### config.mk
export PLATFORM = sky130hd
export DESIGN_NAME = fib_bcd_display
export DESIGN_NICKNAME = d
export VERILOG_FILES = /design/src/rtl/fib_bcd_display.sv
export SDC_FILE = /design/constraint.sdc
export NUM_CORES = 1
export LEC_CHECK = 0
export BUFFER_PORTS_ARGS = -buffer_cell sky130_fd_sc_hd__buf_2
export CORE_UTILIZATION = 50
export CTS_BUF_LIST = sky130_fd_sc_hd__clkbuf_8
export DETAILED_ROUTE_END_ITERATION = 6
export GPL_TIMING_DRIVEN = 0
export PLACE_DENSITY = 0.76
export SLEW_MARGIN = 20
export SYNTH_ARGS = -nofsm -noshare
export SYNTH_HDL_FRONTEND = slang
export SYNTH_SLANG_ARGS = --single-unit
### constraint.sdc
create_clock -name clk -period 4.49 [get_ports clk]
set_input_delay 0.449 -clock clk [delete_from_list [all_inputs] [get_ports clk]]
set_output_delay 0.449 -clock clk [all_outputs]
set_load 0.05 [all_outputs]
### src/rtl/fib_bcd_display.sv
// ============================================================================
// Module   : fib_bcd_display
// Purpose  : Captures 16-bit values from the Fibonacci generator and converts
//            each one to five BCD digits with a 16-step shift-add-3 engine.
//            The last result drives a time-multiplexed 5-digit 7-segment
//            display with leading-zero blanking.
// Revision : 1.0 - initial release
// ----------------------------------------------------------------------------
// Ports
//   clk        in   1   system clock, rising edge
//   rst        in   1   asynchronous reset, active low
//   d_in       in  16   unsigned binary value to convert
//   d_valid    in   1   d_in qualifier, level-sampled each edge
//   busy       out  1   conversion in progress
//   bcd        out 20   last completed conversion, bcd[3:0] = ones
//   bcd_valid  out  1   one-cycle pulse when bcd updates
//   drop       out  1   sticky: a value arrived while busy
//   seg        out  7   active-low segments {g,f,e,d,c,b,a}
//   an         out  5   active-low one-hot digit enable, an[0] = ones
// ============================================================================
`default_nettype none

module fib_bcd_display #(
    parameter int SCAN_DIV = 1000
) (
    input  logic        clk,
    input  logic        rst,
    input  logic [15:0] d_in,
    input  logic        d_valid,
    output logic        busy,
    output logic [19:0] bcd,
    output logic        bcd_valid,
    output logic        drop,
    output logic [6:0]  seg,
    output logic [4:0]  an
);

    localparam int        CNT_W    = (SCAN_DIV > 1) ? $clog2(SCAN_DIV) : 1;
    localparam logic [CNT_W-1:0] CNT_LAST = CNT_W'(SCAN_DIV - 1);

    typedef enum logic [0:0] {
        S_IDLE  = 1'b0,
        S_SHIFT = 1'b1
    } state_t;

    // ------------------------------------------------------------------------
    // Conversion state
    // ------------------------------------------------------------------------
    state_t      state_q,     state_d;
    logic [15:0] shreg_q,     shreg_d;
    logic [19:0] scratch_q,   scratch_d;
    logic [3:0]  step_q,      step_d;
    logic        busy_q,      busy_d;
    logic [19:0] bcd_q,       bcd_d;
    logic        bcd_valid_q, bcd_valid_d;
    logic        drop_q,      drop_d;

    // Display scan state
    logic [CNT_W-1:0] scan_q, scan_d;
    logic [2:0]       idx_q,  idx_d;

    logic [19:0] w_adj;
    logic [35:0] w_cat;
    logic [35:0] w_shifted;

    // Add-3 correction: any nibble >= 5 would become >= 10 after doubling.
    always_comb begin
        w_adj = scratch_q;
        for (int i = 0; i < 5; i++) begin
            if (scratch_q[4*i +: 4] >= 4'd5) begin
                w_adj[4*i +: 4] = scratch_q[4*i +: 4] + 4'd3;
            end
        end
    end

    // The top bit of the scratch falls off; it is always zero for 16-bit input.
    assign w_cat     = {w_adj, shreg_q};
    assign w_shifted = w_cat << 1;

    // ------------------------------------------------------------------------
    // Next-state logic
    // ------------------------------------------------------------------------
    always_comb begin
        state_d     = state_q;
        shreg_d     = shreg_q;
        scratch_d   = scratch_q;
        step_d      = step_q;
        busy_d      = busy_q;
        bcd_d       = bcd_q;
        bcd_valid_d = 1'b0;
        drop_d      = drop_q;

        case (state_q)
            S_IDLE: begin
                if (d_valid) begin
                    shreg_d   = d_in;
                    scratch_d = 20'h00000;
                    step_d    = 4'd0;
                    busy_d    = 1'b1;
                    state_d   = S_SHIFT;
                end
            end
            S_SHIFT: begin
                // A value offered during a conversion is lost, including on
                // the final step; the conversion itself carries on.
                if (d_valid) begin
                    drop_d = 1'b1;
                end
                scratch_d = w_shifted[35:16];
                shreg_d   = w_shifted[15:0];
                step_d    = step_q + 4'd1;
                if (step_q == 4'd15) begin
                    bcd_d       = w_shifted[35:16];
                    bcd_valid_d = 1'b1;
                    busy_d      = 1'b0;
                    state_d     = S_IDLE;
                end
            end
            default: begin
                state_d = S_IDLE;
                busy_d  = 1'b0;
            end
        endcase

        if (scan_q == CNT_LAST) begin
            scan_d = '0;
            idx_d  = (idx_q == 3'd4) ? 3'd0 : idx_q + 3'd1;
        end else begin
            scan_d = scan_q + CNT_W'(1);
            idx_d  = idx_q;
        end
    end

    always_ff @(posedge clk or negedge rst) begin
        if (!rst) begin
            state_q     <= S_IDLE;
            shreg_q     <= 16'h0000;
            scratch_q   <= 20'h00000;
            step_q      <= 4'd0;
            busy_q      <= 1'b0;
            bcd_q       <= 20'h00000;
            bcd_valid_q <= 1'b0;
            drop_q      <= 1'b0;
            scan_q      <= '0;
            idx_q       <= 3'd0;
        end else begin
            state_q     <= state_d;
            shreg_q     <= shreg_d;
            scratch_q   <= scratch_d;
            step_q      <= step_d;
            busy_q      <= busy_d;
            bcd_q       <= bcd_d;
            bcd_valid_q <= bcd_valid_d;
            drop_q      <= drop_d;
            scan_q      <= scan_d;
            idx_q       <= idx_d;
        end
    end

    // ------------------------------------------------------------------------
    // Display decode
    // ------------------------------------------------------------------------
    logic [19:0] w_hi;
    logic [3:0]  w_nib;
    logic        w_blank;

    // Shifting bcd down by the digit index leaves the current digit in the
    // low nibble and all higher digits above it, so one zero test covers the
    // "this and every higher digit is zero" blanking rule.
    assign w_hi    = bcd_q >> {idx_q, 2'b00};
    assign w_nib   = w_hi[3:0];
    assign w_blank = (idx_q != 3'd0) && (w_hi == 20'h00000);

    always_comb begin
        seg = 7'b1111111;
        if (!w_blank) begin
            case (w_nib)
                4'd0:    seg = 7'b1000000;
                4'd1:    seg = 7'b1111001;
                4'd2:    seg = 7'b0100100;
                4'd3:    seg = 7'b0110000;
                4'd4:    seg = 7'b0011001;
                4'd5:    seg = 7'b0010010;
                4'd6:    seg = 7'b0000010;
                4'd7:    seg = 7'b1111000;
                4'd8:    seg = 7'b0000000;
                4'd9:    seg = 7'b0010000;
                default: seg = 7'b1111111;
            endcase
        end
    end

    always_comb begin
        an = 5'b11111;
        case (idx_q)
            3'd0:    an = 5'b11110;
            3'd1:    an = 5'b11101;
            3'd2:    an = 5'b11011;
            3'd3:    an = 5'b10111;
            3'd4:    an = 5'b01111;
            default: an = 5'b11111;
        endcase
    end

    assign busy      = busy_q;
    assign bcd       = bcd_q;
    assign bcd_valid = bcd_valid_q;
    assign drop      = drop_q;

endmodule

`default_nettype wire

Yosys cells after proc, flatten, opt, wreduce, memory -nomap -nowiden

Memories as Yosys holds them, arrays and structs flattened.
Cells that the tools add are included.
Widths: inputs -> output; s select.

Bits in registers: 77
ROM bits: 112
Input port bits: 19
Output and inout bits: 35
Logic and storage cells: 64
Memories kept: 1

Memories:

| memory          | depth | width | read ports | clocked after memory_dff | wr ports | line | text |
|---|---|---|---|---|---|---|---|
| (no name shown) | 16    | 7     | 1          | 0                        | 0        | 177  | `case (w_nib)` |

$add $sub $neg: 8
Magnitude comparators: 5
Equal/unequal tests: 8
Shift operators: 1
Mux-type cells: 23
Bitwise gates (word level): 1
Reductions and logical operators: 7

Operators with widths:

| operator              | count |
|---|---|
| $pmux 20 s2           | 1 |
| $pmux 16 s2           | 1 |
| $pmux 5 s5            | 1 |
| $ge 4x3->1 const B    | 5 |
| $logic_not 20->1      | 1 |
| $mux 20               | 1 |
| $mux 4                | 5 |
| $shr 20x5->20         | 1 |
| $add 4x2->4 const B   | 4 |
| $mux 16               | 1 |
| $add 10x1->10 const B | 1 |
| $eq 10x10->1 const B  | 1 |
| $mux 10               | 1 |
| $pmux 4 s2            | 1 |
| $mux 7                | 1 |
| $eq 3x2->1 const B    | 2 |
| $mux 1                | 6 |
| $mux 3                | 2 |
| $reduce_and 2->1      | 3 |
| $add 4x1->4 const B   | 1 |
| $eq 4x4->1 const B    | 1 |
| $pmux 1 s2            | 2 |
| $add 3x1->3 const B   | 1 |
| $add 3x2->3 const B   | 1 |
| 8 further kinds       | 8 |

Longest topological paths before layout

Gate-level depths: netlist of the first run.

Word-level depth: 4
Depth in mapped cells: 10
Gate-level depth less buffers: 9

Worst setup path before layout of the first run

No wires, ideal clock.

Path kind: reg2out
From: register idx_q[2]
To: output port seg[3]
Data arrival time: 3.012 ns
Data required time: 4.041 ns
Path slack: 1.029 ns
Cell stages (with the launch flop): 11
Cell sequence: dfrtp_1 -> buf_6 -> buf_2 -> mux2i_1 -> o21ai_0 -> o21ai_1 -> ha_1 -> o31ai_1 -> a211oi_2 -> nor3_4 -> a221oi_1

Longest elaborated chain between the ends: 4
Elaborated cells on any way between the ends: 6
Those cells by class: 1 x shift; 1 x mux; 3 x reduce/logical; 1 x memory

RTL lines:

| what                                                 | line | text |
|---|---|---|
| start: declaration                                   | 60   | `logic [2:0] idx_q, idx_d;` |
| start signal: assignment                             | 156  | `idx_q <= idx_d;` |
| branches (longest 3 deep; another with $mem_v2 16x7) | -    |  |
| $mux 7 *                                             | 176  | `if (!w_blank) begin` |
| end: declaration                                     | 34   | `output logic [6:0] seg,` |

Every way passes the cells marked *.

Final worst setup path of the first run

From: register idx_q[2]
To: output port seg[4]

Same word-level chain as after synthesis.

==> impl_metrics.yaml, run 1 <==
status:
  outcome: "finished, final reports clean"
logic_synthesis:
  synth_cells: 431
  ys_warn_count: 0
  synth-seq-area-share_pct: 46.7
  syn_nets: 471
  async_flop_share_pct: 100
  synth.avg_cell_area_um2: 9.57
  synth_flop_cell: "dfrtp_1"
  syn_area_um2: 4130
  synth_enable_flop_cells: 0
  ys_ff_latch: 77
  synth_cell_types: 52
drt:
  ant_nets: 0
  drt_iter0_markers: 175
  viasPerCell: 5.49
  drc_errors: 0
  first_pass_iters: 4
  drt-wirelength-per-cell_um: 14.4
  vias: 3309
  wl_um: 8690
grt:
  track_usage_pct: 22.4
  antenna_found_initial: 0
  grt_pass1_wl_um: 15300
  grt_pass1_vias: 3269
  grt_max_degree: 50
  grt_overflow: 0
sta:
  rsz0062_at_grt: "false"
  relSlewSlack_pct: 55.6
  slew_viol_final: 0
  fin_skew_ps: 11.0
  worstMarginPinSlew_ps: 666
  fmax_mhz: 289
  hold_slack_ps: 30.7
  fin_ws_ps: 1030
  final_hold_viol_count: 0
  fin_crit_sh_pct: 77.1
  setup_violations: 0
  setup_tns_ps: 0
  final.min_clock_period_ps: 3460
placement:
  routabilityCongestion: 0.841
  portBuffers: 53
  hpwl_um: 6550
  dp_slack_ps: 1440
  place_inst: 587
clock_tree:
  hold_buffers: 0
  cts_max_level: 3
  post_cts_resized: 0
  cts_root_buffer: "clkbuf_8"
  clock_path_buffers: 2
  cts_buffers: 9
  tritoncts: "done"
  postCtsSetupBuffers: 0
  clock_sinks: 77
  clock_latency_ps: 340
  clk_pin_slew_ps: 80
critical_path:
  worstSetupEndpointType: "primary output"
  start_kind: "register"
  rr_startpoint: "scan_q[0]"
  worst-r2r-cell-count: 7
  path_cells: "buf_6 -> buf_2 -> mux2i_1 -> o21ai_0 -> o21ai_1 -> ha_1 -> o31ai_1 -> a211oi_2 -> nor3_4 -> a222oi_1 -> buf_2"
  cp_data_arrival_time_ps: 3010
  setup.worst_path.class: "register to primary output"
  worst_r2r_endpoint: "idx_q[1]"
  ff2ff_setup_slack_ps: 2600
  crit_top_cell: "buf_2"
  crit_path_max_fanout: 10
  cpMaxStageDelayCell: "dfrtp_1"
  critPathRequiredTime_ps: 4040
  max_stage_delay_ps: 350
floorplan:
  die_h_um: 92.8
  ios: 54
  initial_core_util_pct: 52.6
  core_um2: 7850
  rows: 32
  die_area_um2: 8620
  die_w_um: 92.8
cells_and_area:
  finalNonFillerCells: 603
  mostFrequentLayoutCells: "dfrtp_1, nand2_1, buf_2"
  drive_gt1_share_pct: 17.6
  syn2layout_area_growth_pct: 15.7
  layout_commonest_cell: "dfrtp_1"
  nets: 536
  antenna_cells: 0
  n_fill_cell: 705
pwr:
  power_density_nw_per_um2: 718
  vdd_ir_drop_max_uv: 348
  p_leak_nw: 2.18
worst_hold_path:
  hold_class: "primary input to asynchronous set/reset pin"
run:
  max_cap_violations: 0
[registers in the layout, summed over array words and instances (netlist names), 3 cells and up]
name	flops
scan_q	10
bcd	20
step_q	4
scratch_q	20
idx_q	3
shreg_q	16
[per-layer routing]
layer	GRT usage, %	routed length (um)	vias to the layer above
li1	-	-	1637
met1	30.5	4070	1594
met2	36.8	4240	66
met3	2.63	250	12
met4	7.95	123	0
met5	0	0	-
[area by class of cell]
class / count / area (um2) / area share [%]
plain buffers: 21 / 113 / 2.36
clock buffers: 10 / 138 / 2.88
clock inverters: 6 / 86.3 / 1.81
inverters: 19 / 71.3 / 1.49
multi-input cells: 314 / 2020 / 42.2
flip-flops and latches: 77 / 1930 / 40.4
well taps: 102 / 128 / 2.67
repair buffers: 54 / 295 / 6.19
[critical path: cells and delay by family (launching register included)]
kind,cells,cell delay [ps]
multiplexers,1,200
flip-flops,1,350
buffers and inverters,3,690
AO/OA/AOI/OAI,5,1100
adder cells (fa/ha/maj),1,240
AND/OR/NAND/NOR,1,100
[worst max path at each step]
| stage | slack [ps] | to | start |
|---|---|---|---|
| 4_1_cts | 1060 | seg[4] | idx_q[2] |
| 2_1_floorplan | 1030 | seg[3] | idx_q[2] |
| 3_5_place_dp | 1440 | seg[4] | idx_q[2] |
| 3_3_place_gp | 1460 | seg[3] | idx_q[2] |
| 5_1_grt | 840 | seg[4] | idx_q[2] |
| 6_report | 1030 | seg[4] | idx_q[2] |
[report_power, final]
group / internal (mW) / switching (mW) / leakage (nW) / total (mW)
clock: 0.327 / 0.249 / 0.112 / 0.576
sequential: 0.937 / 0.221 / 0.981 / 1.16
combinational: 0.563 / 1.13 / 1.08 / 1.69
[synthesized netlist by cell type (all sizes together) (4+ instances only)]
master	n	area, um2
xor2	4	35.0
o21ai	46	230
nor2	27	101
nor3b	5	37.5
dfrtp	77	1930
inv	18	67.6
buf	6	46.3
nor3	11	71.3
o22ai	13	81.3
mux2i	27	270
a21oi	17	85.1
clkbuf	15	66.3
o31ai	9	72.6
ha	21	263
nor2b	7	43.8
nand3	9	45.0
mux2	4	45.0
xnor2	10	87.6
nand2	68	255
[through the flow]
stage                     util [%]  cell area, um2  power (mW)
after detailed placement      58.0            4550        2.86
after floorplan                  -            4130        2.43
after global routing          60.8            4770        3.69
final                         60.8            4770        3.43
after global placement        57.6            4520        2.79
after CTS                     60.8            4770        3.45
[kinds of logic (layout without fill, tap and decap cells)]
logic type	Yosys count	after routing	synth area share [%]
and+or+nand+nor	142	142	16.0
DFF	77	77	46.7
buffers and inverters	40	110	4.46
muxes	31	31	7.64
adders and majority gates	21	21	6.37
AOI/OAI and AO/OA	106	106	15.8
xor gates and xnor gates	14	14	2.97
Power figures use the tool's default switching activity.
==> run 2: changes to the inputs <==
--- a/config.mk
+++ b/config.mk
@@ -10,7 +10,7 @@
 export CTS_BUF_LIST = sky130_fd_sc_hd__clkbuf_8
 export DETAILED_ROUTE_END_ITERATION = 6
 export GPL_TIMING_DRIVEN = 0
-export PLACE_DENSITY = 0.76
+export PLACE_DENSITY = 0.78
 export SLEW_MARGIN = 20
 export SYNTH_ARGS = -nofsm -noshare
 export SYNTH_HDL_FRONTEND = slang
==> constraint.sdc (replaced) <==
create_clock -name clk -period 3 [get_ports clk]
set_input_delay 0.3 -clock clk [delete_from_list [all_inputs] [get_ports clk]]
set_output_delay 0.3 -clock clk [all_outputs]
set_load 0.05 [all_outputs]
==> run 2 against run 1 <==
- first-iteration DRC count increased by 15%
- sequential share of layout area shrank 0.78 points
- clock-buffer cell count is 1 lower
- final area grew 2.2%
- via count is 3.0% higher
- critical path type unchanged
==> impl_metrics.yaml, run 2 (synthesis results as in run 1) <==
run:
  max_cap_violations: 0
drt:
  drc_errors: 0
  first_pass_iters: 5
  ant_nets: 0
  viasPerCell: 5.57
  wl_um: 9120
  drt-wirelength-per-cell_um: 14.9
  drt_iter0_markers: 201
  vias: 3408
clock_tree:
  clk_pin_slew_ps: 80
  clock_sinks: 77
  cts_max_level: 3
  tritoncts: "done"
  cts_root_buffer: "clkbuf_8"
  clock_latency_ps: 350
  clock_path_buffers: 2
  cts_buffers: 9
worst_hold_path:
  hold_class: "primary input to register"
placement:
  hpwl_um: 6710
  portBuffers: 53
  dp_slack_ps: 206
  routabilityCongestion: 0.819
  place_inst: 587
floorplan:
  die_area_um2: 8620
  initial_core_util_pct: 52.6
  die_h_um: 92.8
  ios: 54
  core_um2: 7850
  rows: 32
  die_w_um: 92.8
critical_path:
  path_cells: "buf_6 -> mux2i_1 -> o2bb2ai_1 -> o21ai_2 -> ha_2 -> o31ai_1 -> a211oi_2 -> nor3_4 -> a221oi_1 -> buf_4"
  start_kind: "register"
  max_stage_delay_ps: 340
  worstSetupEndpointType: "primary output"
  ff2ff_setup_slack_ps: 1080
  cp_data_arrival_time_ps: 2560
  setup.worst_path.class: "register to primary output"
  crit_path_max_fanout: 6
  critPathRequiredTime_ps: 2700
  cpMaxStageDelayCell: "dfrtp_1"
sta:
  final.min_clock_period_ps: 2860
  final_hold_viol_count: 0
  setup_tns_ps: 0
  fmax_mhz: 349
  fin_crit_sh_pct: 95.4
  fin_skew_ps: 11.5
  worstMarginPinSlew_ps: 661
  relSlewSlack_pct: 55.9
  setup_violations: 0
  hold_slack_ps: 207
  slew_viol_final: 0
  fin_ws_ps: 138
cells_and_area:
  drive_gt1_share_pct: 20.4
  nets: 545
  n_fill_cell: 667
  antenna_cells: 0
  finalNonFillerCells: 612
  layout_commonest_cell: "dfrtp_1"
  mostFrequentLayoutCells: "dfrtp_1, nand2_1, buf_2"
  syn2layout_area_growth_pct: 18.3
status:
  outcome: "finished, final reports clean"
grt:
  grt_pass1_wl_um: 15200
  grt_pass1_vias: 3239
  grt_overflow: 0
  track_usage_pct: 22.4
  grt_max_degree: 40
  antenna_found_initial: 0
pwr:
  p_leak_nw: 2.22
  total_power_mw: 5.23
  power_density_nw_per_um2: 1070
  vdd_ir_drop_max_uv: 418
run 2: cell count changes in the layout (fill, tap and decap cells not counted), sizes merged:
cell         change
dlygate4sd3      +1
clkbuf           -1
buf              +8
clkinvlp         +1
clkinv           -1
inv              +1
run 2: area by class of cell:
cell class / count / area [um2] / area share, %
Clock buffer: 9 / 124 / 2.54
Buffer: 21 / 123 / 2.51
Timing Repair Buffer: 63 / 373 / 7.64
Clock inverter: 7 / 97.6 / 2.00
Multi-Input combinational cell: 314 / 2030 / 41.6
Tap cell: 102 / 128 / 2.62
Sequential cell: 77 / 1930 / 39.6
Inverter: 19 / 71.3 / 1.46
run 2: final timing paths:
check,from,to,cells after the start
setup / recovery,idx_q[2],seg[6],10
hold / removal,d_in[0],shreg_q[0],3
setup reg to reg,scan_q[0],idx_q[0],7
hold reg to reg,scan_q[0],scan_q[0],1
max in group asynchronous,rst,idx_q[0],3
min in group asynchronous,rst,shreg_q[8],2
run 2: where the power goes:
part / internal [mW] / switching (mW)
logic: 0.900 / 1.73
clock network: 0.471 / 0.389
registers: 1.41 / 0.333
total: 2.78 / 2.45
run 2: metrics by stage:
step	cell area (um2)	util (%)
floorplan	4130	-
CTS	4820	61.4
finish	4880	62.2
global placement	4530	57.7
detailed placement	4550	58.0
global route	4880	62.2
run 2: what timing repair did:
action / 4_1_cts / 5_1_grt
pin swaps: 3 / 5
gates cloned: 0 / 0
endpoints found under the hold margin: 38 / 0
endpoints found under the setup margin: 7 / 7
gates resized for setup: 10 / 6
hold buffers: 1 / 0
buffers inserted: 1 / 7
run 2: layer usage:
| layer | vias to the layer above | wire [um] | track usage, % | share of wire [%] |
|---|---|---|---|---|
| li1 | 1655 | - | - | - |
| met1 | 1659 | 4110 | 28.5 | 45 |
| met2 | 80 | 4520 | 38.2 | 50 |
| met3 | 14 | 328 | 4.02 | 3.6 |
| met4 | 0 | 168 | 7.69 | 1.8 |
| met5 | - | 0 | 0 | 0 |
run 2: worst max-delay path: cells and delay by family, from the launching register on:
kind / cells / cell delay, ps
buffers and inverters: 2 / 380
flip-flops: 1 / 340
adder cells (fa/ha/maj): 1 / 220
AND/OR/NAND/NOR: 1 / 110
AO/OA/AOI/OAI: 5 / 950
multiplexers: 1 / 220
